File: src/rtl/axi_lite_pkg.sv
// Shared AXI4-Lite response codes and the state encoding of the command master FSM.
package axi_lite_pkg;

    localparam logic [1:0] RESP_OKAY   = 2'b00;
    localparam logic [1:0] RESP_EXOKAY = 2'b01;
    localparam logic [1:0] RESP_SLVERR = 2'b10;
    localparam logic [1:0] RESP_DECERR = 2'b11;

    typedef enum logic [2:0] {
        ST_IDLE    = 3'd0,
        ST_WR      = 3'd1,
        ST_WR_RESP = 3'd2,
        ST_RD_ADDR = 3'd3,
        ST_RD_DATA = 3'd4
    } master_state_e;

endpackage

File: src/rtl/axi_lite_cmd_master.sv
// Single-outstanding AXI4-Lite master: turns one valid/ready command into one
// AXI read or write and reports completion with a one-cycle response pulse.
module axi_lite_cmd_master
    import axi_lite_pkg::*;
#(
    parameter int C_M_AXI_DATA_WIDTH = 32,
    parameter int C_M_AXI_ADDR_WIDTH = 14
) (
    input  logic                            M_AXI_ACLK,
    input  logic                            M_AXI_ARESETN,

    input  logic                            cmd_valid,
    output logic                            cmd_ready,
    input  logic                            cmd_write,
    input  logic [C_M_AXI_ADDR_WIDTH-1:0]   cmd_addr,
    input  logic [C_M_AXI_DATA_WIDTH-1:0]   cmd_wdata,
    input  logic [C_M_AXI_DATA_WIDTH/8-1:0] cmd_wstrb,

    output logic                            rsp_valid,
    output logic [C_M_AXI_DATA_WIDTH-1:0]   rsp_rdata,
    output logic [1:0]                      rsp_resp,

    output logic [C_M_AXI_ADDR_WIDTH-1:0]   M_AXI_AWADDR,
    output logic [2:0]                      M_AXI_AWPROT,
    output logic                            M_AXI_AWVALID,
    input  logic                            M_AXI_AWREADY,

    output logic [C_M_AXI_DATA_WIDTH-1:0]   M_AXI_WDATA,
    output logic [C_M_AXI_DATA_WIDTH/8-1:0] M_AXI_WSTRB,
    output logic                            M_AXI_WVALID,
    input  logic                            M_AXI_WREADY,

    input  logic [1:0]                      M_AXI_BRESP,
    input  logic                            M_AXI_BVALID,
    output logic                            M_AXI_BREADY,

    output logic [C_M_AXI_ADDR_WIDTH-1:0]   M_AXI_ARADDR,
    output logic [2:0]                      M_AXI_ARPROT,
    output logic                            M_AXI_ARVALID,
    input  logic                            M_AXI_ARREADY,

    input  logic [C_M_AXI_DATA_WIDTH-1:0]   M_AXI_RDATA,
    input  logic [1:0]                      M_AXI_RRESP,
    input  logic                            M_AXI_RVALID,
    output logic                            M_AXI_RREADY
);

    localparam logic [C_M_AXI_ADDR_WIDTH-1:0] WORD_MASK = {{(C_M_AXI_ADDR_WIDTH-2){1'b1}}, 2'b00};

    master_state_e                   state_q, state_d;
    logic [C_M_AXI_ADDR_WIDTH-1:0]   addr_q, addr_d;
    logic [C_M_AXI_DATA_WIDTH-1:0]   wdata_q, wdata_d;
    logic [C_M_AXI_DATA_WIDTH/8-1:0] wstrb_q, wstrb_d;
    logic                            awvalid_q, awvalid_d;
    logic                            wvalid_q, wvalid_d;
    logic                            arvalid_q, arvalid_d;
    logic                            rsp_valid_q, rsp_valid_d;
    logic [C_M_AXI_DATA_WIDTH-1:0]   rsp_rdata_q, rsp_rdata_d;
    logic [1:0]                      rsp_resp_q, rsp_resp_d;

    always_ff @(posedge M_AXI_ACLK or negedge M_AXI_ARESETN) begin
        if (!M_AXI_ARESETN) begin
            state_q     <= ST_IDLE;
            addr_q      <= '0;
            wdata_q     <= '0;
            wstrb_q     <= '0;
            awvalid_q   <= 1'b0;
            wvalid_q    <= 1'b0;
            arvalid_q   <= 1'b0;
            rsp_valid_q <= 1'b0;
            rsp_rdata_q <= '0;
            rsp_resp_q  <= RESP_OKAY;
        end else begin
            state_q     <= state_d;
            addr_q      <= addr_d;
            wdata_q     <= wdata_d;
            wstrb_q     <= wstrb_d;
            awvalid_q   <= awvalid_d;
            wvalid_q    <= wvalid_d;
            arvalid_q   <= arvalid_d;
            rsp_valid_q <= rsp_valid_d;
            rsp_rdata_q <= rsp_rdata_d;
            rsp_resp_q  <= rsp_resp_d;
        end
    end

    // Ready is gated by the reset pin so it reads 0 for the whole reset interval.
    assign cmd_ready = (state_q == ST_IDLE) && M_AXI_ARESETN;

    always_comb begin
        state_d     = state_q;
        addr_d      = addr_q;
        wdata_d     = wdata_q;
        wstrb_d     = wstrb_q;
        awvalid_d   = awvalid_q;
        wvalid_d    = wvalid_q;
        arvalid_d   = arvalid_q;
        rsp_valid_d = 1'b0;
        rsp_rdata_d = rsp_rdata_q;
        rsp_resp_d  = rsp_resp_q;

        case (state_q)
            ST_IDLE: begin
                if (cmd_valid && cmd_ready) begin
                    addr_d  = cmd_addr & WORD_MASK;
                    wdata_d = cmd_wdata;
                    wstrb_d = cmd_wstrb;
                    if (cmd_write) begin
                        awvalid_d = 1'b1;
                        wvalid_d  = 1'b1;
                        state_d   = ST_WR;
                    end else begin
                        arvalid_d = 1'b1;
                        state_d   = ST_RD_ADDR;
                    end
                end
            end
            ST_WR: begin
                // AW and W retire independently; leave only once both are done.
                if (M_AXI_AWREADY) awvalid_d = 1'b0;
                if (M_AXI_WREADY)  wvalid_d  = 1'b0;
                if (!awvalid_d && !wvalid_d) state_d = ST_WR_RESP;
            end
            ST_WR_RESP: begin
                if (M_AXI_BVALID) begin
                    rsp_valid_d = 1'b1;
                    rsp_resp_d  = M_AXI_BRESP;
                    rsp_rdata_d = '0;
                    state_d     = ST_IDLE;
                end
            end
            ST_RD_ADDR: begin
                if (M_AXI_ARREADY) begin
                    arvalid_d = 1'b0;
                    state_d   = ST_RD_DATA;
                end
            end
            ST_RD_DATA: begin
                if (M_AXI_RVALID) begin
                    rsp_valid_d = 1'b1;
                    rsp_resp_d  = M_AXI_RRESP;
                    rsp_rdata_d = M_AXI_RDATA;
                    state_d     = ST_IDLE;
                end
            end
            default: state_d = ST_IDLE;
        endcase
    end

    assign M_AXI_AWADDR  = addr_q;
    assign M_AXI_AWPROT  = 3'b000;
    assign M_AXI_AWVALID = awvalid_q;
    assign M_AXI_WDATA   = wdata_q;
    assign M_AXI_WSTRB   = wstrb_q;
    assign M_AXI_WVALID  = wvalid_q;
    assign M_AXI_BREADY  = (state_q == ST_WR_RESP);
    assign M_AXI_ARADDR  = addr_q;
    assign M_AXI_ARPROT  = 3'b000;
    assign M_AXI_ARVALID = arvalid_q;
    assign M_AXI_RREADY  = (state_q == ST_RD_DATA);

    assign rsp_valid = rsp_valid_q;
    assign rsp_rdata = rsp_rdata_q;
    assign rsp_resp  = rsp_resp_q;

endmodule

File: config.mk
export PLATFORM = sky130hd
export DESIGN_NAME = axi_lite_cmd_master
export DESIGN_NICKNAME = d
export VERILOG_FILES = /design/src/rtl/axi_lite_pkg.sv /design/src/rtl/axi_lite_cmd_master.sv
export SDC_FILE = /design/constraint.sdc
export NUM_CORES = 1
export LEC_CHECK = 0
export CAP_MARGIN = 20
export CORE_MARGIN = 3
export CORE_UTILIZATION = 39
export CTS_BUF_LIST = sky130_fd_sc_hd__clkbuf_4 sky130_fd_sc_hd__clkbuf_8 sky130_fd_sc_hd__clkbuf_16
export DETAILED_ROUTE_END_ITERATION = 8
export MAX_ROUTING_LAYER = met4
export PLACE_DENSITY = 0.86
export SYNTH_ARGS = -nofsm -noshare
export SYNTH_HDL_FRONTEND = slang
export SYNTH_SLANG_ARGS = --single-unit
File: constraint.sdc
create_clock -name M_AXI_ACLK -period 2.05 [get_ports M_AXI_ACLK]
set_clock_uncertainty 0.15 [all_clocks]
set_input_delay 0.41 -clock M_AXI_ACLK [delete_from_list [all_inputs] [get_ports M_AXI_ACLK]]
set_output_delay 0.41 -clock M_AXI_ACLK [all_outputs]
set_load 0.005 [all_outputs]
Word-level counts from Yosys, hierarchy flattened
Cells that the tools add are included.
{ "op_classes": {"eq_ne": 11, "n_mux": 28, "n_reduce_logical": 14} }
{ "op_table": {"columns": ["operator", "n"], "rows": [
  ["2-to-1 mux 32 bit", 2],
  ["one-hot mux 32 bit (2 select lines)", 1],
  ["2-to-1 mux 3 bit", 5],
  ["one-hot mux 3 bit (5 select lines)", 1],
  ["inequality test 2 bit, second input constant", 6],
  ["2-to-1 mux 1 bit", 11],
  ["one-hot mux 1 bit (2 select lines)", 4],
  ["equality test 3 x 2 -> 1 bit, second input constant", 2],
  ["2-to-1 mux 2 bit", 3],
  ["AND reduction 3 bit", 2],
  ["nonzero test 2 bit", 3],
  ["AND reduction 5 bit", 1],
  ["one-hot mux 2 bit (2 select lines)", 1],
  ["AND reduction 4 bit", 1],
  ["equality test 3 x 1 -> 1 bit, second input constant", 1],
  ["equality test 3 bit, second input constant", 1],
  ["logical AND 1 bit", 3],
  ["logical NOT 3 bit", 1],
  ["logical NOT 1 bit", 2],
  ["inequality test 2 x 1 -> 1 bit, second input constant", 1],
  ["AND reduction 2 bit", 1]
]} }
{ "word_totals": {"register_bits": 89, "output_inout_bits": 111} }

Depth between registers and ports, before layout
Gate-level depths: netlist of the first run.
{ "logic_depth": {"depth_word": 6, "depth_mapped": 7, "mapped_depth_nobuf": 4} }

Least setup slack after synthesis of the first run
OpenSTA, ideal clock, no wires.
{ "synth_timing": {"path_type": "register to register", "from": "reg state_q[2]", "to": "reg state_q[1]", "t_arrival_ns": 1.584, "t_required_ns": 1.772, "setup_slack_ns": 0.188, "stages_incl_launch_ff": 6, "cell_sequence": "dfrtp_1 nor3b_1 buf_4 nor2b_4 a2111oi_4 mux2_1"} }
{ "synth_between": {"elab_chain_len": 5} }
{ "synth_lines": {"columns": ["element", "line", "rtl"], "rows": [
  ["start, declared", "axi_lite_cmd_master.sv:50", "master_state_e state_q, state_d;"],
  ["start signal, assigned", "axi_lite_cmd_master.sv:74", "state_q <= state_d;"],
  ["logical NOT 3 bit", "axi_lite_cmd_master.sv:88, axi_lite_cmd_master.sv:102", null],
  ["logical AND 1 bit", "axi_lite_cmd_master.sv:88", "assign cmd_ready = (state_q == ST_IDLE) && M_AXI_ARESETN;"],
  ["logical AND 1 bit", "axi_lite_cmd_master.sv:104", "if (cmd_valid && cmd_ready) begin"],
  ["inequality test 2 x 1 -> 1 bit (no line)", null, null],
  ["AND reduction 5 bit (no line)", null, null]
]} }
Parallel ways exist; a longest one is shown, timed or not.
A chain may end at the register's enable or synchronous reset.

Worst setup path in the final report of the first run
{ "layout_timing": {"from": "reg state_q[0]", "to": "reg state_q[1]"} }
The elaborated chain is that of the path after synthesis.

==> results of run 1 <==
-- worst min path at each step --
stage | start | end | slack (ps)
after floorplan | M_AXI_ARESETN | M_AXI_ARADDR[10]$_DFFE_PN0P_ | -40
after global placement | M_AXI_WDATA[9]$_DFFE_PN0P_ | M_AXI_WDATA[9]$_DFFE_PN0P_ | 310
after detailed placement | M_AXI_WDATA[24]$_DFFE_PN0P_ | M_AXI_WDATA[24]$_DFFE_PN0P_ | 320
after CTS | M_AXI_ARESETN | M_AXI_WVALID$_DFFE_PN0P_ | 10
after global routing | M_AXI_ARESETN | M_AXI_WVALID$_DFFE_PN0P_ | 30
final | M_AXI_ARESETN | M_AXI_WVALID$_DFFE_PN0P_ | 10
-- what timing repair did --
item,CTS,global route
gates resized for setup,9,4
pin swaps,0,1
buffers inserted,3,1
setup endpoints to repair,4,4
-- layout by cell type (no fill, tap or decap), types with 2 or more instances in the layout --
| cell type | n |
|---|---|
| nor3b_2 | 2 |
| dfrtp_1 | 88 |
| clkdlybuf4s50_1 | 189 |
| buf_4 | 16 |
| conb_1 | 10 |
| o21ai_0 | 35 |
| nand2_1 | 211 |
| buf_12 | 3 |
| dlygate4sd2_1 | 2 |
| inv_1 | 4 |
| a21oi_1 | 6 |
| bufinv_16 | 2 |
| clkinvlp_4 | 2 |
| nand2b_1 | 2 |
| mux2i_1 | 2 |
| clkbuf_8 | 11 |
-- metal layers --
metal | vias up | track usage [%]
li1 | 1630 | -
met1 | 1605 | 21.99
met2 | 129 | 34.59
met3 | 12 | 4.718
met4 | 0 | 5.603
met5 | - | -
-- layout make-up --
type / count / area [sq um]
fillers: 752 / 3262
flip-flops and latches: 89 / 2228
repair buffers: 211 / 2095
multi-input cells: 285 / 1289
well taps: 129 / 161.4
clock buffers: 12 / 158.9
clock inverters: 4 / 75.07
inverters: 4 / 15.01
-- flip-flops by register name, indices dropped and copies added, names as in the netlist --
| signal | flops |
|---|---|
| M_AXI_WDATA | 32 |
| rsp_rdata | 32 |
| M_AXI_ARADDR | 12 |
| M_AXI_WSTRB | 4 |
| state_q | 3 |
| rsp_resp | 2 |
| M_AXI_ARVALID | 1 |
| M_AXI_AWVALID | 1 |
| M_AXI_WVALID | 1 |
| rsp_valid | 1 |
-- power groups by stage --
stage | Sequential [mW] | Clock, mW | Combinational (mW)
6_report | 2.74 | 1.37 | 3.12
5_1_grt | 2.83 | 1.47 | 3.39
4_1_cts | 2.73 | 1.41 | 3.13
3_5_place_dp | 2.77 | 0 | 3.07
3_3_place_gp | 2.72 | 0 | 2.95
2_1_floorplan | 2.76 | 0 | 1.16
-- cell families after synthesis --
kind of cell	after synthesis
buffers and inverters	50
AND/OR/NAND/NOR	223
multiplexers	3
flip-flops	89
AO/OA/AOI/OAI	49
other	1
-- through the flow --
step                hold WS, ps  power, mW  util (%)  worst slack, ps
floorplan                -35.59      3.922         -            188.2
global placement          306.3      5.678     61.87           -43.82
detailed placement        315.6      5.834     61.87           -82.92
CTS                       13.38      7.273     64.66            10.84
global route              25.15      7.693     64.87           -11.30
finish                    14.53      7.236     64.87            41.92
-- synthesized netlist by cell type, types with 2 or more instances --
cell / instances
nor3b_1: 2
nand2b_1: 2
dfrtp_1: 89
clkbuf_1: 12
nand2_1: 211
a21oi_1: 6
mux2i_1: 2
buf_2: 10
o21ai_0: 35
inv_1: 4
buf_4: 24
-- worst register-to-register path, delay by kind of cell, from the launching register on --
family          cells  cell delay, ps
compound gates      2             580
flops               1             490
buf+inv             1             180
mux                 1             330
simple gates        1             160
==> impl_metrics.env, run 1 <==
export IMPL_synth_top_family_by_area="simple AND/OR/NAND/NOR gates"
export IMPL_seq_power_share_pct=37.9
export IMPL_dp_hpwl_um=7984
export IMPL_crit_end="state_q[1]$_DFFE_PN0P_"
export IMPL_htree_num_levels=3
export IMPL_die_w_um=103.9
export IMPL_ys_ff_latch=89
export IMPL_cp_end_kind="flip-flop"
export IMPL_synth_warnings=0
export IMPL_critPathSlowestCell="dfrtp_2"
export IMPL_p_switching_mw=2.250
export IMPL_dr_wl_met3_um=649
export IMPL_final_cells=734
export IMPL_cp_depth=5
export IMPL_num_rows=35
export IMPL_max_stage_delay_ps=490
export IMPL_power_density_nw_per_um2=1202
export IMPL_core_area_sq_um=9284
export IMPL_vias=3376
export IMPL_grt_pass1_wl_um=16750
export IMPL_cts_root_buf="clkbuf_8"
export IMPL_io_pins=206
export IMPL_drcViolationCount=0
export IMPL_rsz0062_at_grt="yes"
export IMPL_synth_top_cell_by_area="dfrtp_1"
export IMPL_ir_drop_v=0.0006355
export IMPL_drive_gt1_share_pct=7.934
export IMPL_synth_area_leaders="dfrtp_1 (60%), nand2_1 (21%), buf_4 (4.8%)"
export IMPL_start_util_pct=40.27
export IMPL_grtUsageTotal_pct=19.52
export IMPL_synth_adder_area_share_pct=0
export IMPL_period_share_pct=97.96
export IMPL_dieHeight_um=103.9
export IMPL_wl_met1_um=4296
export IMPL_grt_pass1_vias=3413
export IMPL_switching_share_pct=31.09
export IMPL_synth_edf_count=0
export IMPL_r2r_cells=5
export IMPL_synth_top_area_share_pct=59.57
export IMPL_fin_area_sq_um=6022
export IMPL_grt_ovfl_total=0
export IMPL_synthXorXnorAreaFrac_pct=0
export IMPL_maxCapViolations=0
export IMPL_synth_simple_gate_area_share_pct=24.00
export IMPL_synth_compound_area_share_pct=7.731
export IMPL_syn_area_sq_um=3739
export IMPL_required_ps=2120
export IMPL_startpoint="state_q[0]$_DFFE_PN0P_"
export IMPL_postSynthAreaPerCell_sq_um=9.009
export IMPL_critPathBufInv=1
export IMPL_critical_path_arrival_ps=2080
export IMPL_antenna_found_initial=0
export IMPL_crit_path_start_kind="flip-flop"
export IMPL_wirelength_um=10590
export IMPL_synthArstFlopShare_pct=100.0
export IMPL_antenna_left=0
export IMPL_finalSetupViolations=0
export IMPL_clkSlewWorstSetupHoldPaths_ps=90
export IMPL_place_area_sq_um=5744
export IMPL_post_drt_wl_per_cell_um=14.43
export IMPL_vias_per_cell=4.599
export IMPL_timing_final_max_slew_violations=0
export IMPL_ys_flop_type="dfrtp_1"
export IMPL_outcome="complete, no violations"
export IMPL_first_pass_iters=4
export IMPL_crit_family="compound AO/OA/AOI/OAI gates"
export IMPL_timing_rr_start="state_q[0]$_DFFE_PN0P_"
export IMPL_die_area_sq_um=10800
export IMPL_fin_tns_setup_ps=0
export IMPL_crit_path_max_fanout=7
export IMPL_period_needed_ps=2008
export IMPL_synth_seq_area_share_pct=59.57
export IMPL_slew_headroom_pct=57.86
export IMPL_clock_sinks=89
export IMPL_timing_fmax_mhz=498.0
export IMPL_rrSetupSlack_ps=40
export IMPL_worst_pin_slew_ps=632.1
export IMPL_p_comb_share_pct=43.1
export IMPL_dp_cells=715
export IMPL_grt_max_degree=70
export IMPL_worstPathCellList="buf_4 > nor3b_2 > a21boi_2 > a2111oi_4 > mux2_4"
export IMPL_routed_wl_met2_um=5519
export IMPL_critical_path_class="flip-flop to flip-flop"
export IMPL_synth_cells=415
export IMPL_ys_types=29
export IMPL_place_congestion=0.7722
export IMPL_cts_buffers_inserted=9
export IMPL_clock_path_buffers=2
export IMPL_synthMuxAreaShare_pct=0.8367
export IMPL_top_layer="met4"
export IMPL_io_buffers=193
export IMPL_antenna_cells=0
export IMPL_internal_power_mw=4.987
export IMPL_cts_hold_buf=0
export IMPL_timing_final_hold_violations=0
export IMPL_clock_latency_ps=340
export IMPL_initialDrtViolationCount=111
export IMPL_p_leak_nw=2.728
export IMPL_cts_tree="built"
export IMPL_clkPwrFrac_pct=19.0
export IMPL_syn_to_final_growth_pct=61.08
export IMPL_regToRegEndpoint="state_q[1]$_DFFE_PN0P_"
export IMPL_hold_path_class="primary input to async pin"
export IMPL_finalNetCount=695
Note: power is estimated with default switching activity, not from simulation.
==> run 2, diff against run 1 <==
- CTS_CLUSTER_DIAMETER: default -> 80
- GPL_TIMING_DRIVEN: default -> 0
==> run 2 against run 1 <==
Final area up 5.1%. Count of clock-buffer cells in the layout decreased by 2. Sequential power barely moved. Largest cell class is now buffers. Largest power group unchanged.
==> impl_metrics.env, run 2 (synthesis results as in run 1) <==
export IMPL_die_w_um=103.9
export IMPL_timing_fmax_mhz=511.1
export IMPL_internal_power_mw=5.028
export IMPL_drcViolationCount=0
export IMPL_finalSetupViolations=0
export IMPL_grt_ovfl_total=0
export IMPL_antenna_left=0
export IMPL_power_density_nw_per_um2=1154
export IMPL_final_seq_area_sq_um=2228
export IMPL_ir_drop_v=0.0006259
export IMPL_worstPathCellList="buf_4 > nor4b_4 > buf_2"
export IMPL_first_pass_iters=6
export IMPL_htree_num_levels=3
export IMPL_io_buffers=193
export IMPL_finalNetCount=735
export IMPL_syn_to_final_growth_pct=69.28
export IMPL_core_area_sq_um=9284
export IMPL_cts_tree="built"
export IMPL_timing_final_hold_violations=0
export IMPL_wirelength_um=11180
export IMPL_crit_path_max_fanout=10
export IMPL_vias=3517
export IMPL_place_congestion=0.7902
export IMPL_p_switching_mw=2.273
export IMPL_clock_path_buffers=2
export IMPL_grt_pass1_vias=3686
export IMPL_switching_share_pct=31.13
export IMPL_fillCellCount=747
export IMPL_period_share_pct=95.44
export IMPL_antenna_found_initial=0
export IMPL_critPathSlowestCell="dfrtp_1"
export IMPL_critical_path_arrival_ps=1400
export IMPL_clock_sinks=89
export IMPL_dieHeight_um=103.9
export IMPL_rsz0062_at_grt="yes"
export IMPL_fin_tns_setup_ps=0
export IMPL_place_area_sq_um=5891
export IMPL_maxCapViolations=0
export IMPL_die_area_sq_um=10800
export IMPL_crit_path_start_kind="flip-flop"
export IMPL_cp_end_kind="primary output"
export IMPL_start_util_pct=40.27
export IMPL_num_rows=35
export IMPL_initialDrtViolationCount=101
export IMPL_io_pins=206
export IMPL_drive_gt1_share_pct=11.96
export IMPL_p_leak_nw=2.923
export IMPL_fin_area_sq_um=6329
export IMPL_clkPwrFrac_pct=17.7
export IMPL_post_drt_wl_per_cell_um=14.46
export IMPL_grt_max_degree=46
export IMPL_max_stage_delay_ps=400
export IMPL_seq_power_share_pct=37.2
export IMPL_required_ps=1490
export IMPL_clkSlewWorstSetupHoldPaths_ps=80
export IMPL_layout_common_cells="nand2_1 (211), clkdlybuf4s50_1 (189), dfrtp_1 (88)"
export IMPL_grt_pass1_wl_um=18240
export IMPL_cts_root_buf="clkbuf_8"
export IMPL_mostFrequentLayoutCell="nand2_1"
export IMPL_critical_path_class="flip-flop to primary output"
export IMPL_timing_final_max_slew_violations=0
export IMPL_dp_hpwl_um=8433
export IMPL_p_comb_share_pct=45.1
export IMPL_clock_latency_ps=340
export IMPL_antenna_cells=0
export IMPL_outcome="complete, no violations"
export IMPL_cts_buffers_inserted=9
export IMPL_multi_input_area_sq_um=1275
export IMPL_hold_path_class="flip-flop to flip-flop"
export IMPL_vias_per_cell=4.550
export IMPL_period_needed_ps=1956
export IMPL_grtUsageTotal_pct=21.56
## run 2: cell count changes in the layout (fill, tap and decap cells not counted), sizes merged
cell         change
buf             +26
clkbuf          +10
dlygate4sd3      +3
clkinv           +2
dlygate4sd2      -2
bufbuf           +1
clkinvlp         -1
## run 2: worst max-delay path, delay by kind of cell, from the launching register on
family	cells	cell delay, ps
flip-flops	1	400
buffers and inverters	2	360
AND/OR/NAND/NOR	1	310
## run 2: layout make-up
type                            count  area share [%]
Clock inverter                      5           1.285
Timing Repair Buffer              206           33.77
Inverter                            4          0.2372
Tap cell                          129           2.550
Buffer                             45           4.725
Multi-Input combinational cell    285           20.15
Clock buffer                       10           2.076
Sequential cell                    89           35.21
## run 2: layer usage
layer  track usage [%]  share of wire [%]  up-vias
met5                 -                  0        -
met4             7.312                2.4        0
met3             4.531                5.3       24
met2             37.98                 52      130
met1             24.44                 41     1646
li1                  -                  -     1717
## run 2: through the flow
stage	total power, mW	std cells	hold WS (ps)	setup slack [ps]	util (%)
floorplan	3.922	424	-35.59	188.2	-
global placement	5.780	746	308.2	-3510	63.18
detailed placement	5.924	747	310.6	-731.7	63.45
CTS	7.334	771	333.5	6.881	67.70
global route	7.823	773	361.2	-12.70	68.17
finish	7.301	773	328.4	93.51	68.17
## run 2: repair_timing
action | 4_1_cts | 5_1_grt
gates cloned | 1 | 0
gates resized for setup | 18 | 19
setup buffers | 3 | 2
hold endpoints to repair | 45 | 0
pin swaps | 1 | 2
setup endpoints to repair | 55 | 47
hold buffers | 5 | 0
## run 2: power groups by stage
stage | sequential [mW] | combinational, mW | clock (mW)
3_3_place_gp | 2.71 | 3.07 | 0
4_1_cts | 2.72 | 3.29 | 1.33
6_report | 2.72 | 3.29 | 1.30
2_1_floorplan | 2.76 | 1.16 | 0
5_1_grt | 2.79 | 3.61 | 1.42
3_5_place_dp | 2.76 | 3.16 | 0
## run 2: worst paths after layout
path / end / cells after the start / start / slack (ps)
worst max-delay path: cmd_ready / 3 / state_q[1]$_DFFE_PN0P_ / 90
worst min-delay path: M_AXI_WSTRB[0]$_DFFE_PN0P_ / 2 / M_AXI_WSTRB[0]$_DFFE_PN0P_ / 330
worst max register to register: rsp_rdata[2]$_DFFE_PN0P_ / 8 / state_q[2]$_DFFE_PN0P_ / 130
worst min register to register: M_AXI_WSTRB[0]$_DFFE_PN0P_ / 2 / M_AXI_WSTRB[0]$_DFFE_PN0P_ / 330
max in group asynchronous: state_q[2]$_DFFE_PN0P_ / 4 / M_AXI_ARESETN / 850
min in group asynchronous: M_AXI_ARADDR[9]$_DFFE_PN0P_ / 3 / M_AXI_ARESETN / 490
==> run 3, diff against run 2 <==
- CORE_MARGIN: 3 -> default
==> run 3 against run 2 <==
Power increased by 0.17%. Maximum frequency down 1.6%. First-iteration DRC count rose by 13%. Core utilization increased by 0.20 points. Register-to-register slack worse by 40 ps. Die area is 7.6% lower. Flip-flop and latch count unchanged. Worst hold slack improved by 4.3 ps. Setup slack got worse by 32 ps. Final cell count grew 0.13%. Critical path depth unchanged. Highest routed layer unchanged. Sequential power is essentially flat.
==> impl_metrics.env, run 3 (synthesis results as in run 1) <==
export IMPL_dp_slack_ps=-692.6
export IMPL_hold_worst_slack_ps=332.7
export IMPL_critical_path_class="flip-flop to primary output"
export IMPL_mostFrequentLayoutCell="nand2_1"
export IMPL_syn_to_final_growth_pct=69.78
export IMPL_die_w_um=99.91
export IMPL_die_area_sq_um=9982
export IMPL_grt_pass1_wl_um=17190
export IMPL_num_rows=35
export IMPL_timing_rr_start="state_q[2]$_DFFE_PN0P_"
export IMPL_finalSetupViolations=0
export IMPL_antenna_found_initial=0
export IMPL_period_needed_ps=1988
export IMPL_dp_hpwl_um=7912
export IMPL_place_area_sq_um=5891
export IMPL_ir_drop_v=0.0006576
export IMPL_cts_tree="built"
export IMPL_dieHeight_um=99.91
export IMPL_core_area_sq_um=9284
export IMPL_vias_per_cell=4.596
export IMPL_hp_start="rsp_rdata[30]$_DFFE_PN0P_"
export IMPL_clock_latency_ps=340
export IMPL_cts_root_buf="clkbuf_8"
export IMPL_htree_num_levels=3
export IMPL_fin_area_sq_um=6347
export IMPL_required_ps=1490
export IMPL_cts_buffers_inserted=9
export IMPL_outcome="complete, no violations"
export IMPL_grtUsageTotal_pct=22.87
export IMPL_clkSlewWorstSetupHoldPaths_ps=80
export IMPL_initialDrtViolationCount=114
export IMPL_startpoint="state_q[0]$_DFFE_PN0P_"
export IMPL_grt_max_degree=45
export IMPL_p_total_mw=7.314
export IMPL_power_density_nw_per_um2=1152
export IMPL_first_pass_iters=4
export IMPL_period_share_pct=97.00
export IMPL_post_drt_wl_per_cell_um=13.88
export IMPL_drive_gt1_share_pct=11.94
export IMPL_timing_final_hold_violations=0
export IMPL_io_buffers=193
export IMPL_p_leak_nw=2.933
export IMPL_clock_sinks=89
export IMPL_layout_common_cells="nand2_1 (211), clkdlybuf4s50_1 (189), dfrtp_1 (88)"
export IMPL_maxCapViolations=0
export IMPL_grt_ovfl_total=0
export IMPL_rsz0062_at_grt="no"
export IMPL_critical_path_arrival_ps=1430
export IMPL_hold_path_class="flip-flop to flip-flop"
export IMPL_wirelength_um=10740
export IMPL_antenna_cells=0
export IMPL_cp_end_kind="primary output"
export IMPL_io_pins=206
export IMPL_timing_final_max_slew_violations=0
export IMPL_fin_ws_ps=61.55
export IMPL_clock_path_buffers=2
export IMPL_timing_fmax_mhz=502.9
export IMPL_grt_pass1_vias=3603
export IMPL_start_util_pct=40.27
export IMPL_fin_tns_setup_ps=0
export IMPL_antenna_left=0
export IMPL_place_congestion=0.7868
export IMPL_crit_path_max_fanout=10
export IMPL_crit_path_start_kind="flip-flop"
export IMPL_vias=3557
export IMPL_drcViolationCount=0
export IMPL_finalNetCount=735
## run 3: path summary, 6_finish.rpt
kind / to / slack (ps) / cells after the start
setup / recovery: M_AXI_BREADY / 60 / 3
hold / removal: rsp_rdata[30]$_DFFE_PN0P_ / 330 / 2
setup reg to reg: state_q[1]$_DFFE_PN0P_ / 90 / 6
hold reg to reg: rsp_rdata[30]$_DFFE_PN0P_ / 330 / 2
max in group asynchronous: rsp_rdata[9]$_DFFE_PN0P_ / 920 / 4
min in group asynchronous: state_q[2]$_DFFE_PN0P_ / 410 / 3
## run 3: per-layer routing
layer | share of wire (%) | GRT usage [%] | up-vias | routed length, um
met5 | 0 | - | - | 0
met4 | 2.3 | 8.484 | 0 | 242
met3 | 5.2 | 4.318 | 21 | 557
met2 | 51 | 38.57 | 141 | 5513
met1 | 41 | 27.32 | 1675 | 4431
li1 | - | - | 1720 | -
## run 3: what timing repair did
action,in CTS,in global routing
hold endpoints to repair,44,0
buffers inserted,4,1
hold buffers,5,0
gates resized for setup,21,11
cloned,1,0
setup endpoints to repair,55,43
pin swaps,1,2
## run 3: layout make-up
cell class / count / area, sq um
fillers: 721 / 2937
repair buffers: 206 / 2146
clock inverters: 7 / 95.09
flip-flops and latches: 89 / 2228
multi-input cells: 285 / 1280
plain buffers: 45 / 297.8
clock buffers: 9 / 123.9
well taps: 129 / 161.4
inverters: 4 / 15.01
## run 3: critical path: stages, from the launching register on
cell           delay, ps
dfrtp_1              400
buf_4                190
nor3b_4              210
dlygate4sd2_1        290
## run 3: through the flow
step           util (%)  cells
3_3_place_gp      63.18    746
6_report          68.37    774
5_1_grt           68.37    774
4_1_cts           67.87    773
3_5_place_dp      63.45    747
2_1_floorplan         -    424
## run 3: report_power, final
group	switching [mW]	internal, mW
logic	1.30	1.98
registers	0.369	2.35
clock network	0.623	0.687
